<file path="config.mk">
export PLATFORM = sky130hd
export DESIGN_NAME = cl_pattern_gen
export DESIGN_NICKNAME = d
export VERILOG_FILES = /design/src/rtl/cl_gen_pkg.sv /design/src/rtl/cl_pattern_gen_data.sv /design/src/rtl/cl_pattern_gen.sv
export SDC_FILE = /design/constraint.sdc
export NUM_CORES = 1
export LEC_CHECK = 0
export CAP_MARGIN = 10
export CORE_AREA = 4 4 178 180
export DETAILED_ROUTE_END_ITERATION = 6
export DIE_AREA = 0 0 182 184
export PLACE_DENSITY = 0.84
export REMOVE_ABC_BUFFERS = 1
export SLEW_MARGIN = 10
export SYNTH_ARGS = -nofsm -noshare
export SYNTH_HDL_FRONTEND = slang
export SYNTH_HIERARCHICAL = 1
export SYNTH_SLANG_ARGS = --single-unit
</file>
<file path="constraint.sdc">
create_clock -name cl_clk -period 5.32 [get_ports cl_clk]
set_clock_uncertainty 0.15 [all_clocks]
set_input_delay 1.064 -clock cl_clk [delete_from_list [all_inputs] [get_ports cl_clk]]
set_output_delay 1.064 -clock cl_clk [all_outputs]
set_load 0.03 [all_outputs]
</file>
<file path="src/rtl/cl_gen_pkg.sv">
// Shared types and helpers for the Camera Link test-pattern source.
// State encoding, pattern mode codes and config clamping.
package cl_gen_pkg;

  typedef enum logic [1:0] {
    IDLE   = 2'd0,
    LINE   = 2'd1,
    HBLANK = 2'd2,
    VBLANK = 2'd3
  } state_t;

  localparam logic [1:0] MODE_CONST = 2'd0;
  localparam logic [1:0] MODE_HRAMP = 2'd1;
  localparam logic [1:0] MODE_VRAMP = 2'd2;
  localparam logic [1:0] MODE_TAPID = 2'd3;

  // Geometry fields of zero would stall the timing chain.
  function automatic logic [31:0] clamp1(input logic [31:0] v);
    return (v == 32'd0) ? 32'd1 : v;
  endfunction

endpackage

</file>
<file path="src/rtl/cl_pattern_gen_data.sv">
// Registered pixel formatter for the pattern source.
// Inputs describe the next cycle's pixel; data lands with lval.
module cl_pattern_data
  import cl_gen_pkg::*;
#(
  parameter int N_TAPS = 10,
  parameter int TAP_W  = 8,
  parameter int CNT_W  = 16
) (
  input  logic                    clk,
  input  logic                    reset,
  input  logic [1:0]              mode,
  input  logic [CNT_W-1:0]        x,
  input  logic [CNT_W-1:0]        y,
  input  logic                    parity,
  input  logic [N_TAPS*TAP_W-1:0] cfg_const,
  input  logic                    valid,
  output logic [N_TAPS*TAP_W-1:0] data
);

  logic [N_TAPS-1:0][TAP_W-1:0] pix;

  always_comb begin
    pix = '0;
    for (int t = 0; t < N_TAPS; t++) begin
      unique case (mode)
        MODE_CONST: pix[t] = cfg_const[t*TAP_W +: TAP_W];
        MODE_HRAMP: pix[t] = TAP_W'(32'(x) * N_TAPS + t);
        MODE_VRAMP: pix[t] = TAP_W'(32'(y) + t);
        MODE_TAPID: pix[t] = TAP_W'(t) ^ {TAP_W{parity}};
        default:    pix[t] = '0;
      endcase
      if (!valid) pix[t] = '0;
    end
  end

  always_ff @(posedge clk) begin
    if (reset) data <= '0;
    else       data <= pix;
  end

endmodule

</file>
<file path="src/rtl/cl_pattern_gen.sv">
// Camera Link fval/lval timing generator with multi-tap test patterns.
// Pixel coordinates are looked ahead one cycle for the data register.
module cl_pattern_gen
  import cl_gen_pkg::*;
#(
  parameter int N_TAPS = 10,
  parameter int TAP_W  = 8,
  parameter int CNT_W  = 16
) (
  input  logic                    cl_clk,
  input  logic                    reset,
  input  logic                    start,
  input  logic                    stop,
  input  logic [CNT_W-1:0]        cfg_line_active,
  input  logic [CNT_W-1:0]        cfg_line_blank,
  input  logic [CNT_W-1:0]        cfg_lines,
  input  logic [CNT_W-1:0]        cfg_frame_blank,
  input  logic [CNT_W-1:0]        cfg_frames,
  input  logic [1:0]              cfg_mode,
  input  logic [N_TAPS*TAP_W-1:0] cfg_const,
  output logic                    cl_fval,
  output logic                    cl_lval,
  output logic [N_TAPS*TAP_W-1:0] cl_data,
  output logic                    busy,
  output logic                    frame_done,
  output logic [CNT_W-1:0]        frame_cnt
);

  localparam logic [CNT_W-1:0] ONE = CNT_W'(1);

  state_t state;

  logic [CNT_W-1:0] cnt;
  logic [CNT_W-1:0] line;
  logic [CNT_W-1:0] act_q;
  logic [CNT_W-1:0] hb_q;
  logic [CNT_W-1:0] lines_q;
  logic [CNT_W-1:0] vb_q;
  logic [CNT_W-1:0] frames_q;
  logic [1:0]       mode_q;
  logic [N_TAPS*TAP_W-1:0] const_q;
  logic             stop_pend;

  logic last_act;
  logic last_hb;
  logic last_line;
  logic last_vb;
  logic halt;

  assign last_act  = (cnt == act_q - ONE);
  assign last_hb   = (cnt == hb_q - ONE);
  assign last_line = (line == lines_q - ONE);
  assign last_vb   = (cnt == vb_q - ONE);
  // A stop arriving on the final VBLANK clock still ends the run.
  assign halt = stop_pend | stop |
                ((frames_q != '0) && (frame_cnt == frames_q));

  logic                    nx_valid;
  logic [CNT_W-1:0]        nx_x;
  logic [CNT_W-1:0]        nx_y;
  logic                    nx_par;
  logic [1:0]              nx_mode;
  logic [N_TAPS*TAP_W-1:0] nx_const;

  always_comb begin
    nx_valid = 1'b0;
    nx_x     = '0;
    nx_y     = '0;
    nx_par   = frame_cnt[0];
    nx_mode  = mode_q;
    nx_const = const_q;
    unique case (state)
      IDLE: begin
        nx_valid = start;
        nx_par   = 1'b0;
        nx_mode  = cfg_mode;
        nx_const = cfg_const;
      end
      LINE: begin
        nx_valid = !last_act;
        nx_x     = cnt + ONE;
        nx_y     = line;
      end
      HBLANK: begin
        nx_valid = last_hb && !last_line;
        nx_y     = line + ONE;
      end
      VBLANK: begin
        nx_valid = last_vb && !halt;
      end
      default: ;
    endcase
  end

  always_ff @(posedge cl_clk) begin
    if (reset) begin
      state      <= IDLE;
      cnt        <= '0;
      line       <= '0;
      act_q      <= '0;
      hb_q       <= '0;
      lines_q    <= '0;
      vb_q       <= '0;
      frames_q   <= '0;
      mode_q     <= MODE_CONST;
      const_q    <= '0;
      stop_pend  <= 1'b0;
      cl_fval    <= 1'b0;
      cl_lval    <= 1'b0;
      busy       <= 1'b0;
      frame_done <= 1'b0;
      frame_cnt  <= '0;
    end else begin
      frame_done <= 1'b0;
      if (stop && state != IDLE) stop_pend <= 1'b1;
      unique case (state)
        IDLE: begin
          if (start) begin
            act_q     <= CNT_W'(clamp1(32'(cfg_line_active)));
            hb_q      <= CNT_W'(clamp1(32'(cfg_line_blank)));
            lines_q   <= CNT_W'(clamp1(32'(cfg_lines)));
            vb_q      <= CNT_W'(clamp1(32'(cfg_frame_blank)));
            frames_q  <= cfg_frames;
            mode_q    <= cfg_mode;
            const_q   <= cfg_const;
            frame_cnt <= '0;
            stop_pend <= 1'b0;
            cnt       <= '0;
            line      <= '0;
            state     <= LINE;
            cl_fval   <= 1'b1;
            cl_lval   <= 1'b1;
            busy      <= 1'b1;
          end
        end
        LINE: begin
          if (last_act) begin
            cnt     <= '0;
            state   <= HBLANK;
            cl_lval <= 1'b0;
          end else begin
            cnt <= cnt + ONE;
          end
        end
        HBLANK: begin
          if (last_hb) begin
            cnt <= '0;
            if (last_line) begin
              state      <= VBLANK;
              cl_fval    <= 1'b0;
              frame_done <= 1'b1;
              frame_cnt  <= frame_cnt + ONE;
            end else begin
              state   <= LINE;
              line    <= line + ONE;
              cl_lval <= 1'b1;
            end
          end else begin
            cnt <= cnt + ONE;
          end
        end
        VBLANK: begin
          if (last_vb) begin
            cnt  <= '0;
            line <= '0;
            if (halt) begin
              state     <= IDLE;
              busy      <= 1'b0;
              stop_pend <= 1'b0;
            end else begin
              state   <= LINE;
              cl_fval <= 1'b1;
              cl_lval <= 1'b1;
            end
          end else begin
            cnt <= cnt + ONE;
          end
        end
        default: state <= IDLE;
      endcase
    end
  end

  cl_pattern_data #(
    .N_TAPS (N_TAPS),
    .TAP_W  (TAP_W),
    .CNT_W  (CNT_W)
  ) u_data (
    .clk       (cl_clk),
    .reset     (reset),
    .mode      (nx_mode),
    .x         (nx_x),
    .y         (nx_y),
    .parity    (nx_par),
    .cfg_const (nx_const),
    .valid     (nx_valid),
    .data      (cl_data)
  );

endmodule

</file>
* Word level (Yosys, flattened, before mapping) *
Index checks and enable logic that the tools add are counted.
Widths: inputs -> output; s select.

cells by class
  $add $sub $neg = 25
  muxes and demuxes = 58
  $mul = 1
  reductions and logical operators = 27
  bitwise logic cells = 8
  eq/ne operators = 19

operators by type and width
  operator               count
  $pmux 8 s4             10
  $mux 16                14
  $eq 16x16->1           5
  $mux 80                1
  $add 8x3->8 const B    8
  $logic_not 16->1       4
  $pmux 16 s4            1
  $sub 16x1->16 const B  4
  $add 16x1->16 const B  3
  $pmux 16 s3            1
  $add 8x2->8 const B    4
  $add 8x4->8 const B    4
  $pmux 16 s2            1
  $mux 1                 17
  $add 8x1->8 const B    2
  $mul 16x3->7 const B   1
  $ne 2x2->1 const B     8
  $pmux 8 s2             1
  $reduce_bool 16->1     1
  $mux 2                 6
  $reduce_and 4->1       3
  $reduce_and 6->1       2
  $eq 2x2->1 const B     4
  $pmux 1 s4             2
  other kinds (17)       31

storage, ports and cells
  logic and storage cells = 155
  input bits = 166
  register bits after elaboration = 297

* Longest topological paths before layout *
Gate-level depths: netlist of the first run.

  word-level depth = 8
  depth in mapped cells = 17
  depth with buffers taken out = 16

* By module *
Netlist of the first run, hierarchy kept.

by module, submodules not included
  module           sequential area each (µm²)  instances  cells each  area an instance (µm²)
  cl_pattern_gen   4,344.2                     1          1,659       12,719.7
  cl_pattern_data  1,601.5                     1          539         4,471.8

* Worst setup path after synthesis of the first run *
No wires, ideal clock.

  path type = register to register
  start = register vb_q[0]
  end = register u_data.data[22]
  data arrival time = 3,445 ps
  cell stages (with the launch flop) = 17
  setup slack = 1,665 ps
  buffers on the path = 3
  data required time = 5,110 ps
  cells stage by stage = dfxtp_1 -> inv_1 -> ha_1 -> clkbuf_1 -> nor3b_1 -> a31oi_1 -> nor4b_1 -> o211ai_1 -> nor4_1 -> nand3_1 -> o31ai_1 -> nor3_1 -> a21oi_1 -> nor2b_1 -> clkbuf_1 -> clkbuf_1 -> o221a_1

on the way
  longest elaborated chain between the ends = 6

RTL lines
  element                    line                       text
  start, declared            cl_pattern_gen.sv:38       logic [CNT_W-1:0] vb_q;
  start signal, assigned     cl_pattern_gen.sv:122      vb_q <= CNT_W'(clamp1(32'(cfg_frame_blank)));
  $sub 16x1->16              cl_pattern_gen.sv:53       assign last_vb = (cnt == vb_q - ONE);
  $eq 16x16->1               cl_pattern_gen.sv:53
  $logic_and 1x1->1          cl_pattern_gen.sv:89       nx_valid = last_vb && !halt;
  $pmux 1 s4                 cl_pattern_gen.sv:72       unique case (state)
  net nx_valid               cl_pattern_gen.sv:58       logic nx_valid;
  $not 1->1 (no line)        --
  $reduce_or 2->1 (no line)  --
  end signal, assigned       cl_pattern_gen_data.sv:39  else data <= pix;
  end, declared              cl_pattern_gen_data.sv:18  output logic [N_TAPS*TAP_W-1:0] data

The timed path passes the listed nets, and every way through them passes these cells.
A chain may end at the register's enable or synchronous reset.

* Final worst setup path of the first run *
  start = register vb_q[0]
  end = register u_data.data[31]

Same word-level chain as after synthesis.

==> flow_summary.ini, run 1 <==
[outcome]
status = finished clean

[timing]
final.period_utilization_pct = 84.6
finalHoldViolCount = 0
worstMarginPinSlew_ns = 1.14
layout_min_cycle_time_ns = 4.50
drv_slew = 0
slew_headroom_pct = 23.9
fin_ws_ns = 0.818
rsz0062_at_grt = no
setup-violations-final = 0
clock.fmax_ghz = 0.222
fin_setup_tns_ns = 0

[critical_path]
crit_type = reg -> reg
end_kind = register
path_max_fanout = 40
required_ns = 5.65
worst_setup_path_start_kind = register
ff2ff_path_depth = 17
critPathArrivalTime_ns = 4.83

[cts]
root_buffer = clkbuf_16
cts_setup_buffers = 0
htreeDepth = 1
clk_latency_ns = 0.57
cts.sinks = 297
ctsResizeCount = 0
cts_inserted_buffers = 31
clk_pin_slew_ns = 0.06
clockBufferDepth = 3
ctsHoldBuffers = 0
cts_tree = built

[routing]
totalWireLength_mm = 51.3
routedWlPerCell_um = 18.7
routed-via-count = 16262
avgViaCountPerCell = 5.91
drc = 0
wl_met3_mm = 3.68
wl_met2_mm = 24.0
top_layer = met5
wl_met1_mm = 21.9
drtIter0Drc = 1286
ant_nets = 0
drt-pass1-iter-count = 5

[global_routing]
gr-total-overflow = 0
grt_pass1_wl_mm = 81.9
grt.total_usage_pct = 29.2
grt_max_degree = 132
grt_pass1_vias = 15744
antenna_found_initial = 3

[synthesis]
netlist_area_mm2 = 0.0170
netlist_instances = 2167
yosys_warnings = 6
synth.avg_cell_area_um2 = 7.85

[cells_and_area]
fillers = 2425
multi_input_area_mm2 = 0.0103
seqCellArea_mm2 = 0.00595
drive_gt1_share_pct = 9.35
area_growth_pct = 22.5
postLayoutCellArea_mm2 = 0.0208
fin_nets = 2532

[place]
portBuffers = 265
dpl.hpwl_mm = 35.8
preCtsSetupSlack_ns = 0.946
dpl-instance-area_mm2 = 0.0197
gp_congestion = 0.903

[power]
p_leak_nw = 7.86
power.density_mw_per_mm2 = 466
vdd_ir_drop_max_mv = 0.288

[die]
fp.dieW_um = 182
start_util_pct = 56.3
die_y_um = 184
design.portCount = 266
core_mm2 = 0.0302
dieArea_mm2 = 0.0335
row_count = 64

[run]
drv_cap = 0

[worst_hold_path]
hp-class = reg -> reg
holdPathStages = 2
[metal layers]
metal	up-vias	GRT usage, %
met1	7643	38.7
met4	2	10.7
met2	624	48.1
met5	-	0
li1	7864	-
met3	129	5.07
[sequential cells by signal, summed over array words and instances, names as in the netlist]
register / flops
act_q: 16
stop_pend: 1
frame_done: 1
u_data/data: 80
frame_cnt: 16
state: 2
mode_q: 2
line: 16
busy: 1
lines_q: 16
vb_q: 16
frames_q: 16
const_q: 80
cl_fval: 1
hb_q: 16
cl_lval: 1
cnt: 16
[placed cells by master (no fill, tap or decap), drive strengths merged, types with 9 or more instances in the layout]
cell,count
a31oi,20
xor2,65
a21oi,265
and2,15
nor2b,27
nor3b,9
mux2i,10
buf,26
dfxtp,297
xnor2,100
nor2,148
inv,32
or4,11
o211a,9
nand2,436
ha,37
nor3,42
nor4,34
nand3,51
mux2,83
o21ai,81
and3,25
nand4,24
a211oi,13
nand2b,17
clkdlybuf4s50,264
clkbuf,49
o31ai,10
[final timing paths]
path / startpoint / slack (ns) / end
hold reg to reg: const_q[46] / 0.30 / const_q[46]
setup reg to reg: vb_q[0] / 0.82 / u_data/data[31]
setup / recovery: vb_q[0] / 0.82 / u_data/data[31]
hold / removal: const_q[46] / 0.30 / const_q[46]
[layout make-up]
type / count / share of cell area [%]
Multi-Input combinational cell: 1677 / 49.5
Sequential cell: 297 / 28.5
Timing Repair Buffer: 290 / 13.8
Clock buffer: 49 / 4.62
Tap cell: 396 / 2.38
Clock inverter: 8 / 0.571
Inverter: 31 / 0.559
Antenna cell: 2 / 0.0240
[report_power, final]
group / internal (mW) / total, mW / switching (mW)
Combinational: 1.74 / 4.44 / 2.70
Sequential: 2.65 / 2.98 / 0.330
Clock: 1.38 / 2.29 / 0.913
[through the flow]
stage                     instances  util (%)  hold WS (ns)  total power, mW
after floorplan                2005         -         0.278             5.98
after detailed placement       2691      65.4         0.294             7.38
after global placement         2691      65.4         0.289             7.29
after CTS                      2748      69.0         0.303             9.70
after global routing           2750      69.0         0.316             10.3
final                          2750      69.0         0.301             9.71
[worst max-delay path, stage by stage (launching register included)]
cell      delay [ns]
dfxtp_1         0.37
inv_1           0.08
ha_1            0.33
nor3b_1         0.42
a31oi_1         0.16
nor4b_1         0.32
o211ai_1        0.14
nor4_1          0.59
nand3_1         0.20
o31ai_1         0.23
nor3_1          0.08
a21oi_1         0.23
nor2b_2         0.18
buf_4           0.38
nand2_1         0.17
a21oi_1         0.19
mux2i_1         0.11
o221ai_1        0.09
(Power assumes the default switching activity.)
==> run 2: changes to the inputs <==
Settings changed: CORE_AREA 4 4 178 180 to 4 4 182 184, DIE_AREA 0 0 182 184 to 0 0 186 188, PLACE_DENSITY 0.84 to 0.81.
Clock period 5.32 ns to 4.65 ns, I/O delays scaled along.
==> run 2 against run 1 <==
  * Critical endpoint is now u_data/data[23]
  * Clock power grew 19%
  * Largest power group unchanged
  * Final cell count grew 0.69%
  * Register-to-register slack lost 0.42 ns
  * Highest routed layer unchanged
==> flow_summary.ini, run 2 (same netlist as run 1, synthesis figures left out) <==
[critical_path]
worst_setup_path_start_kind = register
required_ns = 4.93
end_kind = register
critPathArrivalTime_ns = 4.53
path_max_fanout = 22
reg2reg_to = u_data/data[23]
r2r_slack_ns = 0.40
ff2ff_path_depth = 16
crit_type = reg -> reg
r2r_start = vb_q[0]

[cells_and_area]
area_growth_pct = 23.3
fillers = 2601
drive_gt1_share_pct = 9.84
postLayoutCellArea_mm2 = 0.0210
layout_common_cells = 435 x nand2_1, 297 x dfxtp_1, 264 x clkdlybuf4s50_1
layout_commonest_cell = nand2_1
fin_nets = 2549
top_regs = const_q: 80 flops, u_data/data: 80 flops
n_antenna_cell = 0

[routing]
drc = 0
top_layer = met5
totalWireLength_mm = 51.4
ant_nets = 0
drtIter0Drc = 1265
drt-pass1-iter-count = 5
wl_met1_mm = 22.0
routed-via-count = 16461
avgViaCountPerCell = 5.94
wl_met3_mm = 3.55
routedWlPerCell_um = 18.6
wl_met2_mm = 23.7

[die]
start_util_pct = 54.2
die_y_um = 188
row_count = 65
dieArea_mm2 = 0.0350
design.portCount = 266
fp.dieW_um = 186
core_mm2 = 0.0314

[worst_hold_path]
worstHoldStart = const_q[12]
whs_endpoint = const_q[12]
hp-class = reg -> reg
holdPathStages = 2

[global_routing]
grt_pass1_wl_mm = 81.9
gr-total-overflow = 0
grt_pass1_vias = 15999
grt_max_degree = 95
grt.total_usage_pct = 28.2
antenna_found_initial = 1

[outcome]
status = finished clean

[run]
drv_cap = 0

[cts]
cts_tree = built
clk_pin_slew_ns = 0.06
cts.sinks = 297
root_buffer = clkbuf_16
cts_setup_buffers = 0
htreeDepth = 2
clk_latency_ns = 0.52
clockBufferDepth = 3
cts_inserted_buffers = 34

[timing]
final.period_utilization_pct = 91.5
setup-violations-final = 0
worstMarginPinSlew_ns = 0.886
layout_min_cycle_time_ns = 4.25
fin_setup_tns_ns = 0
rsz0062_at_grt = no
slew_headroom_pct = 40.9
clock.fmax_ghz = 0.235
finalHoldViolCount = 0
drv_slew = 0

[power]
p_leak_nw = 7.94
power.density_mw_per_mm2 = 537
vdd_ir_drop_max_mv = 0.405

[place]
gp_congestion = 0.919
dpl-instance-area_mm2 = 0.0198
dpl.hpwl_mm = 36.3
portBuffers = 265
==> run 2: cell count changes in the layout (fill, tap and decap cells not counted), sizes merged <==
cell / delta
diode: -2
clkinv: +2
inv: -1
buf: +14
==> run 2: layout make-up <==
class                      instances  area [µm²]  share of cell area [%]
multi-input combinational       1677       10300                    49.2
tap                              402         503                    2.40
inverter                          31         116                   0.555
sequential                       297        5950                    28.4
timing repair buffer             304        2950                    14.1
clock inverter                     9         146                   0.698
clock buffer                      49         988                    4.71
==> run 2: worst max-delay path, cell delays in order (launching register included) <==
cell	delay (ns)
dfxtp_1	0.44
inv_1	0.08
ha_1	0.30
nor2b_1	0.21
o21a_1	0.20
o311ai_0	0.30
a32oi_1	0.10
nor4_1	0.53
buf_4	0.21
nand3_1	0.10
o31ai_1	0.24
nor3_1	0.08
a21oi_1	0.22
nor2b_2	0.27
buf_4	0.31
nand2_1	0.19
o221ai_1	0.24
==> run 2: routing by layer <==
| layer | up-vias | GRT usage (%) |
|---|---|---|
| met4 | 2 | 11.1 |
| met3 | 144 | 4.73 |
| met2 | 640 | 45.7 |
| li1 | 7897 | - |
| met1 | 7778 | 37.6 |
| met5 | - | 0 |
==> run 2: worst max-delay path by stage <==
stage | startpoint | endpoint | slack (ns) | cells past startpoint
finish | vb_q[0] | u_data/data[23] | 0.40 | 16
global route | vb_q[0] | u_data/data[23] | 0.09 | 16
CTS | vb_q[0] | u_data/data[23] | 0.41 | 16
detailed placement | vb_q[0] | u_data/data[23] | 0.47 | 16
global placement | vb_q[0] | u_data/data[39] | 0.57 | 16
floorplan | state[0] | frame_cnt[4] | -5.14 | 8
==> run 2: timing repair <==
action	CTS	global route
hold buffers	0	0
endpoints found under the setup margin	0	7
resized for setup	0	1
==> run 2: per-stage QoR <==
step	power [mW]	utilization [%]	setup WS [ns]	hold slack, ns	std cells
4_1_cts	11.3	66.8	0.410	0.304	2769
6_report	11.3	66.8	0.397	0.303	2769
3_5_place_dp	8.51	63.2	0.472	0.297	2711
3_3_place_gp	8.39	63.2	0.571	0.289	2711
2_1_floorplan	6.84	-	-5.14	0.278	2005
5_1_grt	11.9	66.8	0.0877	0.320	2769
==> run 2: power breakdown <==
part | switching (mW) | leakage [nW] | internal (mW)
registers | 0.365 | 2.43 | 3.03
clock network | 1.07 | 0.556 | 1.65
logic | 3.13 | 4.96 | 2.01
==> run 3: changes to the inputs <==
Settings changed: CORE_AREA 4 4 182 184 to 4 4 256 133, DIE_AREA 0 0 186 188 to 0 0 260 137, PLACE_DENSITY 0.81 to 0.8.
==> run 3 against run 2 <==
  * Global-route usage fell by 0.72 points
  * Via count fell by 1.5%
  * First-iteration DRC count rose by 10%
  * Final cell count rose by 1.1%
  * Power barely moved
  * Critical path type unchanged
==> flow_summary.ini, run 3 (same netlist as run 1, synthesis figures left out) <==
[cells_and_area]
area_growth_pct = 23.5
drive_gt1_share_pct = 9.89
fin_nets = 2547
layout_common_cells = 435 x nand2_1, 297 x dfxtp_1, 264 x clkdlybuf4s50_1
top_regs = const_q: 80 flops, u_data/data: 80 flops
postLayoutCellArea_mm2 = 0.0210
post-route-util_pct = 66.7
fillers = 2652
layout_commonest_cell = nand2_1

[power]
seq_power_share_pct = 30.2
power.density_mw_per_mm2 = 536
clockPowerShare_pct = 23.9
finalPower_mw = 11.3
p_leak_nw = 7.93
power_switching_share_pct = 40.6
vdd_ir_drop_max_mv = 0.355
intPower_mw = 6.69
pwr-share-comb_pct = 45.8
switchingPower_mw = 4.56

[cts]
root_buffer = clkbuf_16
cts.sinks = 297
htreeDepth = 1
cts_inserted_buffers = 28
clk_pin_slew_ns = 0.07
cts_setup_buffers = 0
clk_latency_ns = 0.57
cts_tree = built
clockBufferDepth = 3
ctsHoldBuffers = 0

[die]
row_count = 46
dieArea_mm2 = 0.0356
fp.dieW_um = 260
start_util_pct = 54.0
design.portCount = 266
die_y_um = 137
core_mm2 = 0.0315

[critical_path]
slowest_stage = nor4_1
critPathArrivalTime_ns = 4.48
path_max_fanout = 18
cpLargestDelayFamily = simple AND/OR/NAND/NOR gates
crit_start = vb_q[0]
cpPeakStageDelay_ns = 0.50
cp_cell_sequence = inv_1 > ha_1 > nor2b_1 > o21a_1 > o311ai_0 > a32oi_1 > nor4_1 > nand3_1 > o31ai_1 > nor3_1 > a21oi_1 > nor2b_2 > buf_4 > o21ai_0 > nor3_1
required_ns = 5.00
worst_setup_path_start_kind = register
r2r_start = vb_q[0]
path_buf_inv = 2
crit_top_cell = nor3_1
crit_type = reg -> reg
end_kind = register

[routing]
totalWireLength_mm = 51.3
drt-pass1-iter-count = 5
avgViaCountPerCell = 5.79
drc = 0
routedWlPerCell_um = 18.3
drtIter0Drc = 1394
routed-via-count = 16216
ant_nets = 0

[global_routing]
grt_pass1_vias = 15305
grt_pass1_wl_mm = 80.5
antenna_found_initial = 2
grt_max_degree = 79
gr-total-overflow = 0
grt.total_usage_pct = 27.5

[worst_hold_path]
worstHoldStart = const_q[0]
hp-class = reg -> reg

[timing]
clock.fmax_ghz = 0.242
slew_headroom_pct = 45.6
drv_slew = 0
hold_slack_ns = 0.302
rsz0062_at_grt = no
final.period_utilization_pct = 88.8
setup-violations-final = 0
worstMarginPinSlew_ns = 0.813
layout_min_cycle_time_ns = 4.13
finalHoldViolCount = 0

[outcome]
status = finished clean

[place]
dpl-instance-area_mm2 = 0.0199
gp_congestion = 0.968
portBuffers = 265
dpl.hpwl_mm = 36.6

[run]
drv_cap = 0
run 3: per-layer routing:
layer  share of wire, %  vias to the layer above  track usage (%)
met3                6.4                      112             4.60
met4                2.9                        0             8.41
met2                 47                      527             45.3
li1                   -                     7913                -
met5                  0                        -                0
met1                 44                     7664             37.3
run 3: tightest hold or removal path, delay by kind of cell, from the launching register on:
| kind | cells | cell delay (ns) |
|---|---|---|
| DFF | 1 | 0.31 |
| and+or+nand+nor | 1 | 0.05 |
| AOI/OAI and AO/OA | 1 | 0.05 |
run 3: worst paths after layout:
kind | slack (ns) | end | cells past startpoint
setup / recovery | 0.52 | u_data/data[75] | 15
hold / removal | 0.30 | const_q[0] | 2
hold reg to reg | 0.30 | const_q[0] | 2
setup reg to reg | 0.52 | u_data/data[75] | 15
run 3: stage by stage:
step | setup slack, ns | cells | TNS, ns
floorplan | -5.14 | 2005 | -713.34
finish | 0.519 | 2799 | 0
CTS | 0.600 | 2797 | 0
global placement | 0.759 | 2745 | 0
global route | 0.0840 | 2799 | 0
detailed placement | 0.625 | 2745 | 0
run 3: layout make-up:
type / instances / area [µm²] / share of cell area, %
Clock inverter: 14 / 288 / 1.37
Tap cell: 432 / 541 / 2.57
Inverter: 31 / 116 / 0.554
Sequential cell: 297 / 5950 / 28.3
Timing Repair Buffer: 308 / 3000 / 14.3
Antenna cell: 2 / 5.00 / 0.0238
Multi-Input combinational cell: 1677 / 10300 / 49.2
Clock buffer: 38 / 778 / 3.71
run 3: power by group through the flow:
stage,Sequential (mW),Clock [mW],Combinational [mW]
finish,3.40,2.70,5.16
global route,3.45,2.82,5.59
CTS,3.40,2.71,5.10
detailed placement,3.45,0,5.06
global placement,3.44,0,4.99
floorplan,3.77,0,3.07
run 3: what timing repair did:
item                                   CTS  global route
gates resized for setup                  0             1
endpoints found under the hold margin    0             0
setup endpoints to repair                0             4
